--- src/rtl/display_pkg.sv ---
// Shared seven-segment encoding for the multiplexed display drivers.
// Table entries are active-low gfedcba, nibble 0 in the least significant slot.
package display_pkg;

   localparam logic [111:0] SEG_TABLE = {
      7'b0001110,  // F
      7'b0000110,  // E
      7'b0100001,  // d
      7'b0100111,  // c
      7'b0000011,  // b
      7'b0001000,  // A
      7'b0011000,  // 9
      7'b0000000,  // 8
      7'b1111000,  // 7
      7'b0000010,  // 6
      7'b0010010,  // 5
      7'b0011001,  // 4
      7'b0110000,  // 3
      7'b0100100,  // 2
      7'b1111001,  // 1
      7'b1000000   // 0
   };

   function automatic logic [6:0] seg_of(input logic [3:0] nibble);
      logic [6:0] base_s;
      base_s = 7'(nibble) * 7'd7;
      return SEG_TABLE[base_s +: 7];
   endfunction

endpackage

--- src/rtl/display_scan_timer.sv ---
// Slot counter and digit index for the multiplexed scan; flags the frame wrap
// and the dead-time window (DISPLAY_NHEX_GHOST_BLANK_EN enables the window).
module display_scan_timer #(
   parameter int NUM_DIGITS   = 8,
   parameter int DIGIT_CYCLES = 2048,
   parameter int BLANK_CYCLES = 64
) (
   input  logic                          clk_in,
   input  logic                          rst_n_in,
   output logic [$clog2(NUM_DIGITS)-1:0] digit_idx,
   output logic                          frame_wrap,
   output logic                          blank_win
);

   localparam int IW = $clog2(NUM_DIGITS);
   localparam int CW = $clog2(DIGIT_CYCLES);
   localparam logic [CW-1:0] CNT_LAST  = CW'(DIGIT_CYCLES - 1);
   localparam logic [IW-1:0] IDX_LAST  = IW'(NUM_DIGITS - 1);
   localparam logic [CW-1:0] BLANK_END = CW'(BLANK_CYCLES);
`ifdef DISPLAY_NHEX_GHOST_BLANK_EN
   localparam bit GHOST_EN = 1'b1;
`else
   localparam bit GHOST_EN = 1'b0;
`endif

   logic [CW-1:0] cnt_r;
   logic [IW-1:0] idx_r;

   // Dwell counter; each terminal count steps to the next digit to the right.
   always_ff @(posedge clk_in or negedge rst_n_in) begin
      if (!rst_n_in) begin
         cnt_r <= '0;
         idx_r <= IDX_LAST;
      end else if (cnt_r == CNT_LAST) begin
         cnt_r <= '0;
         idx_r <= (idx_r == '0) ? IDX_LAST : idx_r - IW'(1);
      end else begin
         cnt_r <= cnt_r + CW'(1);
      end
   end

   // Status decoded from the counter state.
   always_comb begin
      digit_idx  = idx_r;
      frame_wrap = (cnt_r == CNT_LAST) && (idx_r == '0);
      blank_win  = GHOST_EN && (cnt_r < BLANK_END);
   end

endmodule

--- src/rtl/display_nhex_scan.sv ---
// N-digit multiplexed hex display driver with double-buffered load handshake,
// leading-zero blanking and optional slot dead-time (DISPLAY_NHEX_GHOST_BLANK_EN).
module display_nhex_scan
   import display_pkg::*;
#(
   parameter int NUM_DIGITS   = 8,
   parameter int DIGIT_CYCLES = 2048,
   parameter int ACTIVE_LOW   = 1,
   parameter int BLANK_CYCLES = 64
) (
   input  logic                      clk_in,
   input  logic                      rst_n_in,
   input  logic [4*NUM_DIGITS-1:0]   data_in,
   input  logic [NUM_DIGITS-1:0]     dp_in,
   input  logic [NUM_DIGITS-1:0]     digit_en_in,
   input  logic                      blank_lz_in,
   input  logic                      load_valid_in,
   output logic                      load_ready_out,
   output logic [6:0]                seg_out,
   output logic                      dp_out,
   output logic [NUM_DIGITS-1:0]     strobe_out,
   output logic                      frame_out
);

   localparam int IW = $clog2(NUM_DIGITS);
   localparam logic POL = (ACTIVE_LOW != 0);

   typedef struct packed {
      logic [4*NUM_DIGITS-1:0] data;
      logic [NUM_DIGITS-1:0]   dp;
      logic [NUM_DIGITS-1:0]   en;
      logic                    lz;
   } disp_frame_t;

   localparam disp_frame_t FRAME_RST = '{data: '0, dp: '0, en: '1, lz: 1'b0};

   // Bit k set when nibbles NUM_DIGITS-1 down to k are all zero; digit 0 never set.
   function automatic logic [NUM_DIGITS-1:0] zero_run(input logic [4*NUM_DIGITS-1:0] data);
      logic run;
      zero_run = '0;
      run      = 1'b1;
      for (int k = NUM_DIGITS - 1; k >= 1; k--) begin
         run         = run && (data[4*k +: 4] == 4'h0);
         zero_run[k] = run;
      end
   endfunction

   logic [IW-1:0]         idx_s;
   logic                  wrap_s;
   logic                  blank_s;
   logic                  accept_s;
   disp_frame_t           pend_r;
   disp_frame_t           disp_r;
   logic                  pend_full_r;
   logic                  ready_r;
   logic                  frame_r;
   logic [NUM_DIGITS-1:0] zrun_r;
   logic [3:0]            nib_s;
   logic                  en_s;
   logic                  dpb_s;
   logic                  lzb_s;
   logic [NUM_DIGITS-1:0] onehot_s;
   logic [6:0]            seg_hi_s;
   logic                  dp_hi_s;
   logic [NUM_DIGITS-1:0] stb_hi_s;
   logic [6:0]            seg_r;
   logic                  dp_r;
   logic [NUM_DIGITS-1:0] strobe_r;

   display_scan_timer #(
      .NUM_DIGITS  (NUM_DIGITS),
      .DIGIT_CYCLES(DIGIT_CYCLES),
      .BLANK_CYCLES(BLANK_CYCLES)
   ) u_timer (
      .clk_in    (clk_in),
      .rst_n_in  (rst_n_in),
      .digit_idx (idx_s),
      .frame_wrap(wrap_s),
      .blank_win (blank_s)
   );

   assign accept_s = load_valid_in && ready_r;

   // Pending capture, frame-boundary commit and ready handshake.
   // Ready stays low through the frame_out cycle so a commit is never overlapped by a load.
   always_ff @(posedge clk_in or negedge rst_n_in) begin
      if (!rst_n_in) begin
         pend_r      <= FRAME_RST;
         disp_r      <= FRAME_RST;
         pend_full_r <= 1'b0;
         ready_r     <= 1'b1;
         frame_r     <= 1'b0;
         zrun_r      <= '0;
      end else begin
         frame_r <= wrap_s;
         if (accept_s) begin
            pend_r      <= '{data: data_in, dp: dp_in, en: digit_en_in, lz: blank_lz_in};
            pend_full_r <= 1'b1;
            ready_r     <= 1'b0;
         end else if (frame_r) begin
            ready_r <= 1'b1;
         end
         if (wrap_s && pend_full_r) begin
            disp_r      <= pend_r;
            zrun_r      <= zero_run(pend_r.data);
            pend_full_r <= 1'b0;
         end
      end
   end

   // Active-high drive for the digit currently selected by the timer.
   always_comb begin
      nib_s           = disp_r.data[{idx_s, 2'b00} +: 4];
      en_s            = disp_r.en[idx_s];
      dpb_s           = disp_r.dp[idx_s];
      lzb_s           = disp_r.lz && zrun_r[idx_s];
      onehot_s        = '0;
      onehot_s[idx_s] = 1'b1;
      seg_hi_s        = 7'h00;
      dp_hi_s         = 1'b0;
      stb_hi_s        = '0;
      if (blank_s || !en_s) begin
         stb_hi_s = '0;
      end else if (!lzb_s) begin
         stb_hi_s = onehot_s;
         seg_hi_s = ~seg_of(nib_s);
         dp_hi_s  = dpb_s;
      end else if (dpb_s) begin
         stb_hi_s = onehot_s;
         dp_hi_s  = 1'b1;
      end else begin
         stb_hi_s = '0;
      end
   end

   // Output registers with board polarity applied.
   always_ff @(posedge clk_in or negedge rst_n_in) begin
      if (!rst_n_in) begin
         seg_r    <= {7{POL}};
         dp_r     <= POL;
         strobe_r <= {NUM_DIGITS{POL}};
      end else begin
         seg_r    <= seg_hi_s ^ {7{POL}};
         dp_r     <= dp_hi_s ^ POL;
         strobe_r <= stb_hi_s ^ {NUM_DIGITS{POL}};
      end
   end

   assign seg_out        = seg_r;
   assign dp_out         = dp_r;
   assign strobe_out     = strobe_r;
   assign frame_out      = frame_r;
   assign load_ready_out = ready_r;

endmodule

--- config.mk ---
export PLATFORM = sky130hd
export DESIGN_NAME = display_nhex_scan
export DESIGN_NICKNAME = d
export VERILOG_FILES = /design/src/rtl/display_pkg.sv /design/src/rtl/display_scan_timer.sv /design/src/rtl/display_nhex_scan.sv
export SDC_FILE = /design/constraint.sdc
export NUM_CORES = 1
export LEC_CHECK = 0
export ABC_AREA = 1
export CORE_ASPECT_RATIO = 1.5
export CORE_MARGIN = 2
export CORE_UTILIZATION = 55
export CTS_BUF_LIST = sky130_fd_sc_hd__clkbuf_8
export DETAILED_ROUTE_END_ITERATION = 6
export PLACE_DENSITY = 0.78
export SYNTH_ARGS = -nofsm -noshare
export SYNTH_HDL_FRONTEND = slang
export SYNTH_HIERARCHICAL = 1
export SYNTH_SLANG_ARGS = --single-unit
export TNS_END_PERCENT = 1
--- constraint.sdc ---
create_clock -name clk_in -period 4 [get_ports clk_in]
set_input_delay 0.8 -clock clk_in [delete_from_list [all_inputs] [get_ports clk_in]]
set_output_delay 0.8 -clock clk_in [all_outputs]
set_load 0.02 [all_outputs]
* Word-level counts from Yosys, hierarchy flattened
Cells that the tools add are included.
** Operators by class
- Eq/ne operators :: 1
- Reduce and logical (&&, ||, !) cells :: 21
- Multipliers :: 1
- Multiplexer cells :: 22
- $lt $le $gt $ge :: 2
- Bitwise operators :: 4
- Shifts and indexed selects :: 2
- $add $sub $neg :: 2
** Operator list (count)
- indexed part select 112 x 8 -> 7 bit, first input constant :: 1
- indexed part select 32 x 6 -> 4 bit :: 1
- logical NOT 4 bit :: 7
- 2-to-1 mux 8 bit :: 3
- 2-to-1 mux 7 bit :: 2
- NOT 7 bit :: 2
- adder 11 x 1 -> 11 bit, second input constant :: 1
- equality test 11 bit, second input constant :: 1
- logical AND 1 bit :: 11
- 2-to-1 mux 1 bit :: 11
- 2-to-1 mux 11 bit :: 1
- binary-select mux 1 bit (select 3 bit) :: 3
- NOT 8 bit :: 1
- multiplier 4 x 3 -> 7 bit, second input constant :: 1
- less-than comparator 3 x 4 -> 1 bit, second input constant :: 1
- nonzero test 2 bit :: 2
- demux 1 bit (select 3 bit) :: 1
- >= comparator 3 x 1 -> 1 bit, second input constant :: 1
- logical NOT 3 bit :: 1
- 2-to-1 mux 3 bit :: 1
- subtractor 3 x 1 -> 3 bit, second input constant :: 1
- NOT 1 bit :: 1
** Word-level totals
- Input bits :: 52
- Flip-flop bits (word level) :: 138
- Word-level logic and storage cells :: 72
- Output and inout bits :: 18

* Longest topological paths before layout
Gate-level depths: netlist of the first run.
- Depth in word-level cells :: 8
- Gate-level depth with buffers :: 16
- Mapped depth without buffers :: 14

* Modules after synthesis
The synthesis of the first run kept the hierarchy.
** By module, submodules not included
- display_nhex_scan :: instances 1, area an instance 5564.1 um2, seq. area each 3144.3 um2, cells each 677
- display_scan_timer :: instances 1, area an instance 764.5 um2, seq. area each 354.1 um2, cells each 93

* Least setup slack after synthesis of the first run
OpenSTA, ideal clock, no wires.
- Path kind :: register -> register
- Start :: register u_timer.idx_r[0], in the netlist u_timer/digit_idx[0]
- End :: register pend_full_r
- Clock period less this slack :: 1.951 ns
- Setup time :: 0.065 ns
- Arrival time :: 1.886 ns
- Stages on the path, launching flop included :: 11
- Buffers on the path :: 2
- Setup slack :: 2.049 ns
- Cell sequence :: dfstp_2 > inv_1 > ha_1 > ha_1 > inv_1 > nor2_2 > nand2_1 > clkbuf_1 > clkbuf_1 > o21ai_0 > inv_1
** Between the ends
- Word-level cells in the longest chain between the ends :: 4
- Elaborated cells on any way between the ends :: 5
** RTL lines
- start: declaration :: line display_scan_timer.sv:27 : logic [IW-1:0] idx_r;
- start signal: assignment :: line display_scan_timer.sv:36 : idx_r <= (idx_r == '0) ? IDX_LAST : idx_r - IW'(1);
- logical NOT 3 bit * :: line display_scan_timer.sv:45 : frame_wrap = (cnt_r == CNT_LAST) && (idx_r == '0);
- logical AND 1 bit * :: line display_scan_timer.sv:45
- net wrap_s :: line display_nhex_scan.sv:49 : logic wrap_s;
- logical AND 1 bit * :: line display_nhex_scan.sv:103 : if (wrap_s && pend_full_r) begin
- 2-to-1 mux 1 bit or nonzero test 2 bit (tied branches)
- end signal: assignment :: line display_nhex_scan.sv:90 : pend_full_r <= 1'b0;
- end signal: assignment :: line display_nhex_scan.sv:98 : pend_full_r <= 1'b1;
- end signal: assignment :: line display_nhex_scan.sv:106 : pend_full_r <= 1'b0;
- end: declaration :: line display_nhex_scan.sv:54 : logic pend_full_r;
The timed path passes the listed nets; every way through them passes the cells marked *.
A chain may end at the register's enable or synchronous reset.

* Worst setup path after layout of the first run
- Start :: register u_timer.idx_r[1], in the netlist u_timer/digit_idx[1]
- End :: register disp_r[14] in the netlist's numbering
** Between the ends
- Word-level cells in the longest chain between the ends :: 3
** RTL lines
- logical NOT 3 bit :: line display_scan_timer.sv:45
- logical AND 1 bit :: line display_scan_timer.sv:45
- net wrap_s :: line display_nhex_scan.sv:49
- logical AND 1 bit :: line display_nhex_scan.sv:103
- end signal: assignment :: line display_nhex_scan.sv:104 : disp_r <= pend_r;
- end: declaration :: line display_nhex_scan.sv:53 : disp_frame_t disp_r;
The timed path passes the listed nets, and every way through them passes these cells.

==> flow_summary.toml, run 1 <==
[outcome]
run_status = "finished clean"

[synthesis]
synth_mux_area_share_pct = 0
synth_top_family_by_area = "simple AND/OR/NAND/NOR gates"
synth_area_um2 = 6330
syn_inst = 770
ys.warnings.count = 6
syn-num-nets = 830
synth_simple_gate_area_share_pct = 28.7
synth_compound_area_share_pct = 6.50
syn_area_per_cell_um2 = 8.22
synth_cell_types = 33
ys_seq_elements = 138
synth_xor_area_share_pct = 0.415
seq_area_frac_synth_pct = 55.3
synthAdderAreaFrac_pct = 1.58

[power]
power.internal_uw = 2410
p_comb_share_pct = 9.9
finalPower_uw = 3200
powerDensity_nw_per_um2 = 423
vdd_drop_max_uv = 302
p_seq_share_pct = 52.3
cellLeakagePower_uw = 0.00365
p_sw_share_pct = 24.5
switchingPower_uw = 782
p_clk_share_pct = 37.8

[placement]
gp_congestion = 0.884
dp_cells = 964
hpwlAfterDp_um = 9470
place_area_um2 = 7110
port_buffers = 69

[worst_setup_path]
path_cells = "inv_1 > ha_1 > ha_1 > inv_1 > nor2_2 > nand2_2 > inv_1 > nand2_1 > nand2_1"
end_kind = "flip-flop"
crit_path_max_fanout = 31
cp_slowest_cell = "dfstp_2"
critPathKind = "flip-flop to flip-flop"
crit_path_max_incr_delay_ns = 0.71
timing.critical_path.buf_inv = 3
startpoint_type = "flip-flop"
cp_data_arrival_time_ns = 3.03
crit_top_cell = "inv_1"
path_delay_family = "simple AND/OR/NAND/NOR gates"
required_ns = 4.33

[timing]
timing.final.crit_share_pct = 67.4
finClkSkew_ns = 0.00833
finalSetupTns_ns = 0
whs_ns = 0.430
rsz0062_at_grt = "false"
setup_viol = 0
period_minus_slack_ns = 2.69
finalHoldViolCount = 0
tightest_slew_ns = 0.794
max_freq_ghz = 0.371
drv_slew = 0
slew_headroom_pct = 47.0

[global_routing]
grt-ovfl-total = 0
antenna_found_initial = 0
grt_usage_pct = 23.1
grt_max_degree = 80
grt_pass1_vias = 5041
grt_pass1_wl_um = 22700

[final_layout]
fin_area_um2 = 7550
stdcell_count = 996
syn_to_final_growth_pct = 19.3
n_antenna_cell = 0
layout-drive-gt1-share_pct = 12.3
fin_nets = 893

[detailed_routing]
drc = 0
ant_nets = 0
drt_pass1_iterations = 5
routed_wl_um = 13300
num_vias = 5021
drt_first_iter_violations = 305
vias_per_cell = 5.04
avgRoutedWirePerCell_um = 13.4

[die]
start_util_pct = 55.8
row_count = 48
ios = 70
die_y_um = 135
dieArea_um2 = 12400
die_x_um = 91.6
core-area_um2 = 11400

[clock_network]
cts_resized = 0
cts_sinks = 138
cts_buffers = 17
postCtsSetupBuffers = 0
h-tree-depth = 4
clockRootBuffer = "clkbuf_8"
clk_latency_ns = 0.44
clockBufferDepth = 2
cts_hold_buffers = 0
path_clk_slew_ns = 0.07
cts_tree = "built"

[worst_hold_path]
min_path_type = "primary input to asynchronous set/reset pin"

[flow_run]
maxCapViolations = 0
[worst register-to-register path: stages (launching register included)]
cell	delay, ns
dfstp_2	0.71
inv_1	0.09
ha_1	0.21
ha_1	0.20
inv_1	0.09
nor2_2	0.06
nand2_2	0.37
inv_1	0.51
nand2_1	0.28
nand2_1	0.07
[cells in the final DEF, fill, tap and decap left out, types with 3 or more instances in the layout]
cell type	n
bufinv_16	3
inv_2	7
buf_4	4
inv_1	81
dfstp_2	36
xor2_1	3
nor2_4	4
nor2_2	3
nand4_1	11
nand2_2	8
nand3_2	3
nor2_1	32
ha_1	8
clkinv_2	4
nand2_1	308
nand3_1	41
dfrtp_1	102
nor4_1	3
clkbuf_8	23
clkdlybuf4s50_1	68
o21ai_1	3
o21ai_0	74
[worst paths after layout]
kind	start	endpoint	slack, ns	depth (start not counted)
max in group asynchronous	rst_n_in	strobe_out[0]	2.70	2
min in group clk_in	disp_r[36]	disp_r[36]	0.48	2
worst min register to register	disp_r[36]	disp_r[36]	0.48	2
worst max register to register	u_timer/digit_idx[1]	disp_r[14]	1.31	9
worst min-delay path	rst_n_in	u_timer/cnt_r[7]	0.43	1
worst max-delay path	u_timer/digit_idx[1]	disp_r[14]	1.31	9
[cell usage after synthesis, drive strengths merged]
master / n / share of area, %
nand2: 318 / 19
a21oi: 3 / 0.42
nor4: 3 / 0.30
nand3: 45 / 4.0
ha: 8 / 1.6
xor2: 3 / 0.42
inv: 86 / 5.1
dfstp: 36 / 15
conb: 1 / 0.059
nor3: 1 / 0.079
nand4: 11 / 1.1
clkinv: 3 / 0.18
o21ai: 77 / 6.1
clkbuf: 20 / 1.2
nor2: 41 / 3.5
dfrtp: 102 / 40
buf: 9 / 0.95
nand3b: 2 / 0.24
or2: 1 / 0.099
[layout make-up]
class	count	area, µm²
clock inverter	9	118
fill	907	3800
inverter	89	337
tap	150	188
clock buffer	23	317
timing repair buffer	73	731
sequential	138	3500
multi-input combinational	514	2360
[flip-flops by register name, indices dropped and copies added, names as in the netlist, 3 cells and up]
signal and flops:
zrun_r 7, strobe_out 8, disp_r 49, u_timer/digit_idx 3, u_timer/cnt_r 11, seg_out 7
pend_r 49
[cells by family after synthesis]
kind of cell,Yosys count
flops,138
simple gates,422
compound gates,80
fa+ha+maj,8
xor+xnor,3
buf+inv,118
other cells,1
[power by group through the flow]
| stage | Sequential [µW] | Combinational (µW) | Clock [µW] |
|---|---|---|---|
| floorplan | 1660 | 177 | 0 |
| global placement | 1690 | 304 | 0 |
| detailed placement | 1690 | 323 | 0 |
| CTS | 1670 | 325 | 1230 |
| global route | 1690 | 363 | 1280 |
| finish | 1670 | 317 | 1210 |
[routing by layer]
layer / part of all wire [%] / global-route usage [%]
met5: 0 / 0
met4: 2.4 / 9.85
met3: 3.5 / 5.45
met2: 53 / 40.7
met1: 41 / 26.7
[through the flow]
step                      setup slack, ns  util [%]
after floorplan                      2.05         -
after global placement               1.39      62.7
after detailed placement             1.30      62.7
after CTS                            1.31      66.5
after global routing                 1.09      66.5
final                                1.31      66.5
(Power assumes the default switching activity.)
==> inputs of run 2 (changes only) <==
Clock period 4 ns to 2.75 ns, I/O delays scaled along.
==> run 2 against run 1 <==
Against the previous run:
- register-to-register slack worse by 0.81 ns
- largest cell class unchanged
- critical path type unchanged
- critical path depth stayed put
- sequential share of layout area hardly changed
- via count is 0.78% lower
==> flow_summary.toml, run 2 (synthesized netlist as in run 1, its figures left out) <==
[outcome]
run_status = "finished clean"

[worst_setup_path]
r2r_start = "u_timer/digit_idx[0]"
r2r_cells = 9
cp_slowest_cell = "dfstp_2"
critPathKind = "flip-flop to flip-flop"
required_ns = 3.11
cp_data_arrival_time_ns = 2.62
startpoint_type = "flip-flop"
end_kind = "flip-flop"
path_cells = "inv_1 > ha_1 > ha_1 > inv_1 > nor2_2 > nand2_2 > buf_4 > nand2_1 > o21ai_0"
crit_path_max_fanout = 60
path_delay_family = "flip-flops"
crit_path_max_incr_delay_ns = 0.78
rrSetupSlack_ns = 0.49
reg2reg_to = "disp_r[4]"
timing.critical_path.buf_inv = 3

[final_layout]
fin_area_um2 = 7540
fin_nets = 897
layout-drive-gt1-share_pct = 12.4
layout_commonest_cell = "nand2_1"
syn_to_final_growth_pct = 19.2
most-common-layout-cells = "nand2_1, dfrtp_1, inv_1"
top_regs = "disp_r x49, pend_r x49, u_timer/cnt_r x11"
n_antenna_cell = 0

[worst_hold_path]
min_path_type = "flip-flop to flip-flop"
hold_end = "disp_r[34]"
min-delay-start = "disp_r[34]"
worstHoldPathCells = 2

[clock_network]
cts_tree = "built"
path_clk_slew_ns = 0.07
cts_buffers = 17
h-tree-depth = 4
postCtsSetupBuffers = 0
clockRootBuffer = "clkbuf_8"
cts_sinks = 138
clockBufferDepth = 2
clk_latency_ns = 0.45
cts_resized = 0

[power]
p_clk_share_pct = 35.3
vdd_drop_max_uv = 387
p_comb_share_pct = 10.3
power.internal_uw = 3340
p_seq_share_pct = 54.3
powerDensity_nw_per_um2 = 592
switchingPower_uw = 1120
cellLeakagePower_uw = 0.00364
finalPower_uw = 4460
p_sw_share_pct = 25.1

[detailed_routing]
drc = 0
avgRoutedWirePerCell_um = 13.2
routed_wl_um = 13200
vias_per_cell = 4.98
drt_pass1_iterations = 5
ant_nets = 0
drt_first_iter_violations = 391
num_vias = 4982

[die]
row_count = 48
die_y_um = 135
dieArea_um2 = 12400
start_util_pct = 55.8
core-area_um2 = 11400
die_x_um = 91.6
ios = 70

[placement]
dpl_worst_slack_ns = 0.476
hpwlAfterDp_um = 9640
gp_congestion = 0.851
port_buffers = 69
place_area_um2 = 7150

[global_routing]
grt_usage_pct = 23.1
grt_max_degree = 87
grt_pass1_wl_um = 22500
grt-ovfl-total = 0
antenna_found_initial = 0
grt_pass1_vias = 4914

[timing]
timing.final.crit_share_pct = 82.1
finalHoldViolCount = 0
drv_slew = 0
rsz0062_at_grt = "false"
tightest_slew_ns = 0.770
slew_headroom_pct = 48.6
setup_viol = 0
finClkSkew_ns = 0.0126
max_freq_ghz = 0.443
finalSetupTns_ns = 0
period_minus_slack_ns = 2.26
layout_setup_ws_ns = 0.491

[flow_run]
maxCapViolations = 0
==> run 2: worst max path at each step <==
| stage | start | end | slack [ns] | depth (start not counted) |
|---|---|---|---|---|
| final | u_timer/digit_idx[0] | disp_r[4] | 0.49 | 9 |
| after global routing | u_timer/digit_idx[0] | disp_r[23] | 0.22 | 8 |
| after CTS | u_timer/digit_idx[0] | disp_r[18] | 0.45 | 9 |
| after detailed placement | u_timer/digit_idx[0] | disp_r[18] | 0.48 | 9 |
| after global placement | u_timer/digit_idx[0] | zrun_r[7] | 0.54 | 8 |
| after floorplan | u_timer/digit_idx[0] | pend_full_r | 0.80 | 10 |
==> run 2: stage by stage <==
step	hold WS (ns)	util (%)	instances
global placement	0.458	63.0	967
finish	0.489	66.5	1000
detailed placement	0.461	63.0	967
CTS	0.491	66.5	1000
floorplan	0.254	-	770
global route	0.506	66.5	1000
==> run 2: cell type report <==
| class | instances | area, µm² |
|---|---|---|
| clock buffer | 20 | 275 |
| clock inverter | 12 | 110 |
| fill | 931 | 3810 |
| inverter | 89 | 337 |
| multi-input combinational | 514 | 2360 |
| sequential | 138 | 3500 |
| tap | 150 | 188 |
| timing repair buffer | 77 | 776 |
==> run 2: layer usage <==
metal  GRT usage, %  share of wire (%)
met5              0                  0
met4           9.60                2.1
met3           5.18                3.3
met1           27.5                 41
met2           40.5                 53
==> run 2: timing repair <==
action / CTS / global route
hold buffers: 1 / 0
endpoints found under the hold margin: 19 / 0
setup endpoints to repair: 0 / 0
==> run 2: power groups by stage <==
stage | sequential (µW) | combinational [µW] | clock, µW
after global placement | 2450 | 445 | 0
after floorplan | 2410 | 258 | 0
after global routing | 2450 | 538 | 1690
final | 2430 | 461 | 1580
after CTS | 2430 | 470 | 1600
after detailed placement | 2460 | 464 | 0
==> run 2: worst min-delay path, cell delays in order, from the launching register on <==
cell and delay (ns):
dfrtp_1 0.35, nand2_1 0.05, o21ai_0 0.06
==> inputs of run 3 (changes only) <==
Settings changed: CORE_UTILIZATION 55 to 53, PLACE_DENSITY 0.78 to 0.79.
Clock period 2.75 ns to 1.99 ns, I/O delays scaled along.
==> run 3 against run 2 <==
Against the previous run:
- non-clock buffer count rose by 14
- global-route usage down 0.51 points
- clock-buffer cell count stayed put
- first-iteration DRC count down 22%
==> flow_summary.toml, run 3 (synthesized netlist as in run 1, its figures left out) <==
[outcome]
run_status = "finished clean"

[final_layout]
fin_nets = 911
multi_input_area_um2 = 2380
syn_to_final_growth_pct = 22.7
n_fill_cell = 919
most-common-layout-cells = "nand2_1, dfrtp_1, inv_1"
layout_commonest_cell = "nand2_1"
regArea_um2 = 3500
layout-drive-gt1-share_pct = 14.7
top_regs = "disp_r x49, pend_r x49, u_timer/cnt_r x11"
n_antenna_cell = 0
fin_area_um2 = 7760

[detailed_routing]
vias_per_cell = 4.99
routed_wl_um = 13500
drc = 0
num_vias = 5057
drt_pass1_iterations = 6
avgRoutedWirePerCell_um = 13.3
ant_nets = 0
drt_first_iter_violations = 306

[worst_hold_path]
worstHoldPathCells = 3
hold_end = "pend_r[14]"
min_path_type = "primary input to flip-flop"
min-delay-start = "dp_in[5]"

[global_routing]
grt_pass1_vias = 4966
antenna_found_initial = 0
grt_usage_pct = 22.6
grt_max_degree = 69
grt_pass1_wl_um = 22500
grt-ovfl-total = 0

[die]
die_y_um = 138
core-area_um2 = 11600
dieArea_um2 = 12800
start_util_pct = 54.6
die_x_um = 93.2
ios = 70
row_count = 48

[worst_setup_path]
timing.critical_path.buf_inv = 1
critPathKind = "flip-flop to output port"
worst-path-stages = 1
reg2reg_to = "strobe_out[3]"
startpoint_type = "flip-flop"
end_kind = "output port"
r2r_start = "u_timer/digit_idx[0]"
required_ns = 1.59
crit_path_max_fanout = 1
cp_data_arrival_time_ns = 1.54
path_cells = "clkdlybuf4s50_1"
rrSetupSlack_ns = 0.12
r2r_cells = 12
path_delay_family = "buffers and inverters"
crit_path_max_incr_delay_ns = 0.59
cp_slowest_cell = "clkdlybuf4s50_1"

[placement]
place_area_um2 = 7310
hpwlAfterDp_um = 9920
port_buffers = 69
gp_congestion = 0.897
dpl_worst_slack_ns = 0.0547

[timing]
tightest_slew_ns = 0.554
max_freq_ghz = 0.516
timing.final.crit_share_pct = 97.5
finalHoldViolCount = 0
rsz0062_at_grt = "true"
slew_headroom_pct = 62.7
layout_setup_ws_ns = 0.0502
setup_viol = 0
drv_slew = 0
period_minus_slack_ns = 1.94
finClkSkew_ns = 0.0122

[clock_network]
cts_sinks = 138
h-tree-depth = 4
path_clk_slew_ns = 0.08
clk_latency_ns = 0.44
cts_buffers = 17
clockRootBuffer = "clkbuf_8"
clockBufferDepth = 2
cts_tree = "built"

[power]
p_comb_share_pct = 10.5
powerDensity_nw_per_um2 = 788
switchingPower_uw = 1600
p_clk_share_pct = 34.7
cellLeakagePower_uw = 0.00372
finalPower_uw = 6120
p_sw_share_pct = 26.2
power.internal_uw = 4520
p_seq_share_pct = 54.8
vdd_drop_max_uv = 481

[flow_run]
maxCapViolations = 0
run 3: cell count changes in the layout (fill, tap and decap cells not counted), sizes merged:
cell           delta
dlygate4sd2       +3
clkdlybuf4s50    -11
buf              +13
clkinvlp          +1
dlymetal6s2s      +8
clkbuf            +1
inv               -2
clkinv            +2
bufinv            -1
run 3: final cells by class:
cell class	count	share of cell area [%]
Sequential cell	138	45.1
Multi-Input combinational cell	514	30.6
Timing Repair Buffer	91	12.7
Inverter	89	4.33
Clock buffer	20	3.54
Tap cell	150	2.42
Clock inverter	12	1.27
run 3: metrics by stage:
step                      setup TNS [ns]  hold slack (ns)  utilization [%]  instances
after floorplan                        0            0.102                -        770
after global placement                 0            0.414             63.1        979
after global routing             -0.0244            0.477             67.0       1014
after CTS                              0            0.459             66.4       1012
after detailed placement               0            0.415             63.1        979
final                                  0            0.483             67.0       1014
run 3: timing repair:
action,in CTS,in global routing
gates cloned,0,1
gates resized for setup,3,15
hold buffers,1,0
endpoints found under the setup margin,3,18
pin swaps,0,1
hold endpoints to repair,56,0
buffers inserted,0,1
run 3: worst min-delay path, delay by kind of cell:
kind                   cells  cell delay [ns]
buffers and inverters      1             0.39
and+or+nand+nor            2             0.10
run 3: power groups by stage:
stage                     sequential (µW)  combinational (µW)  clock [µW]
after detailed placement             3400                 656           0
after CTS                            3350                 659        2160
after floorplan                      3340                 357           0
final                                3360                 644        2120
after global routing                 3390                 745        2290
after global placement               3390                 627           0
run 3: how the worst max path moves through the flow:
stage                              start           to  slack, ns
global route        u_timer/digit_idx[0]   seg_out[3]      -0.02
CTS                           seg_out[6]   seg_out[6]       0.01
global placement    u_timer/digit_idx[0]   seg_out[3]       0.11
finish                        seg_out[6]   seg_out[6]       0.05
floorplan           u_timer/digit_idx[0]  pend_full_r       0.04
detailed placement  u_timer/digit_idx[0]   seg_out[3]       0.05
run 3: metal layers:
layer | global-route usage, % | wire length, µm
met5 | 0 | 0
met2 | 39.0 | 7140
met3 | 4.54 | 475
met4 | 10.7 | 367
met1 | 27.0 | 5530
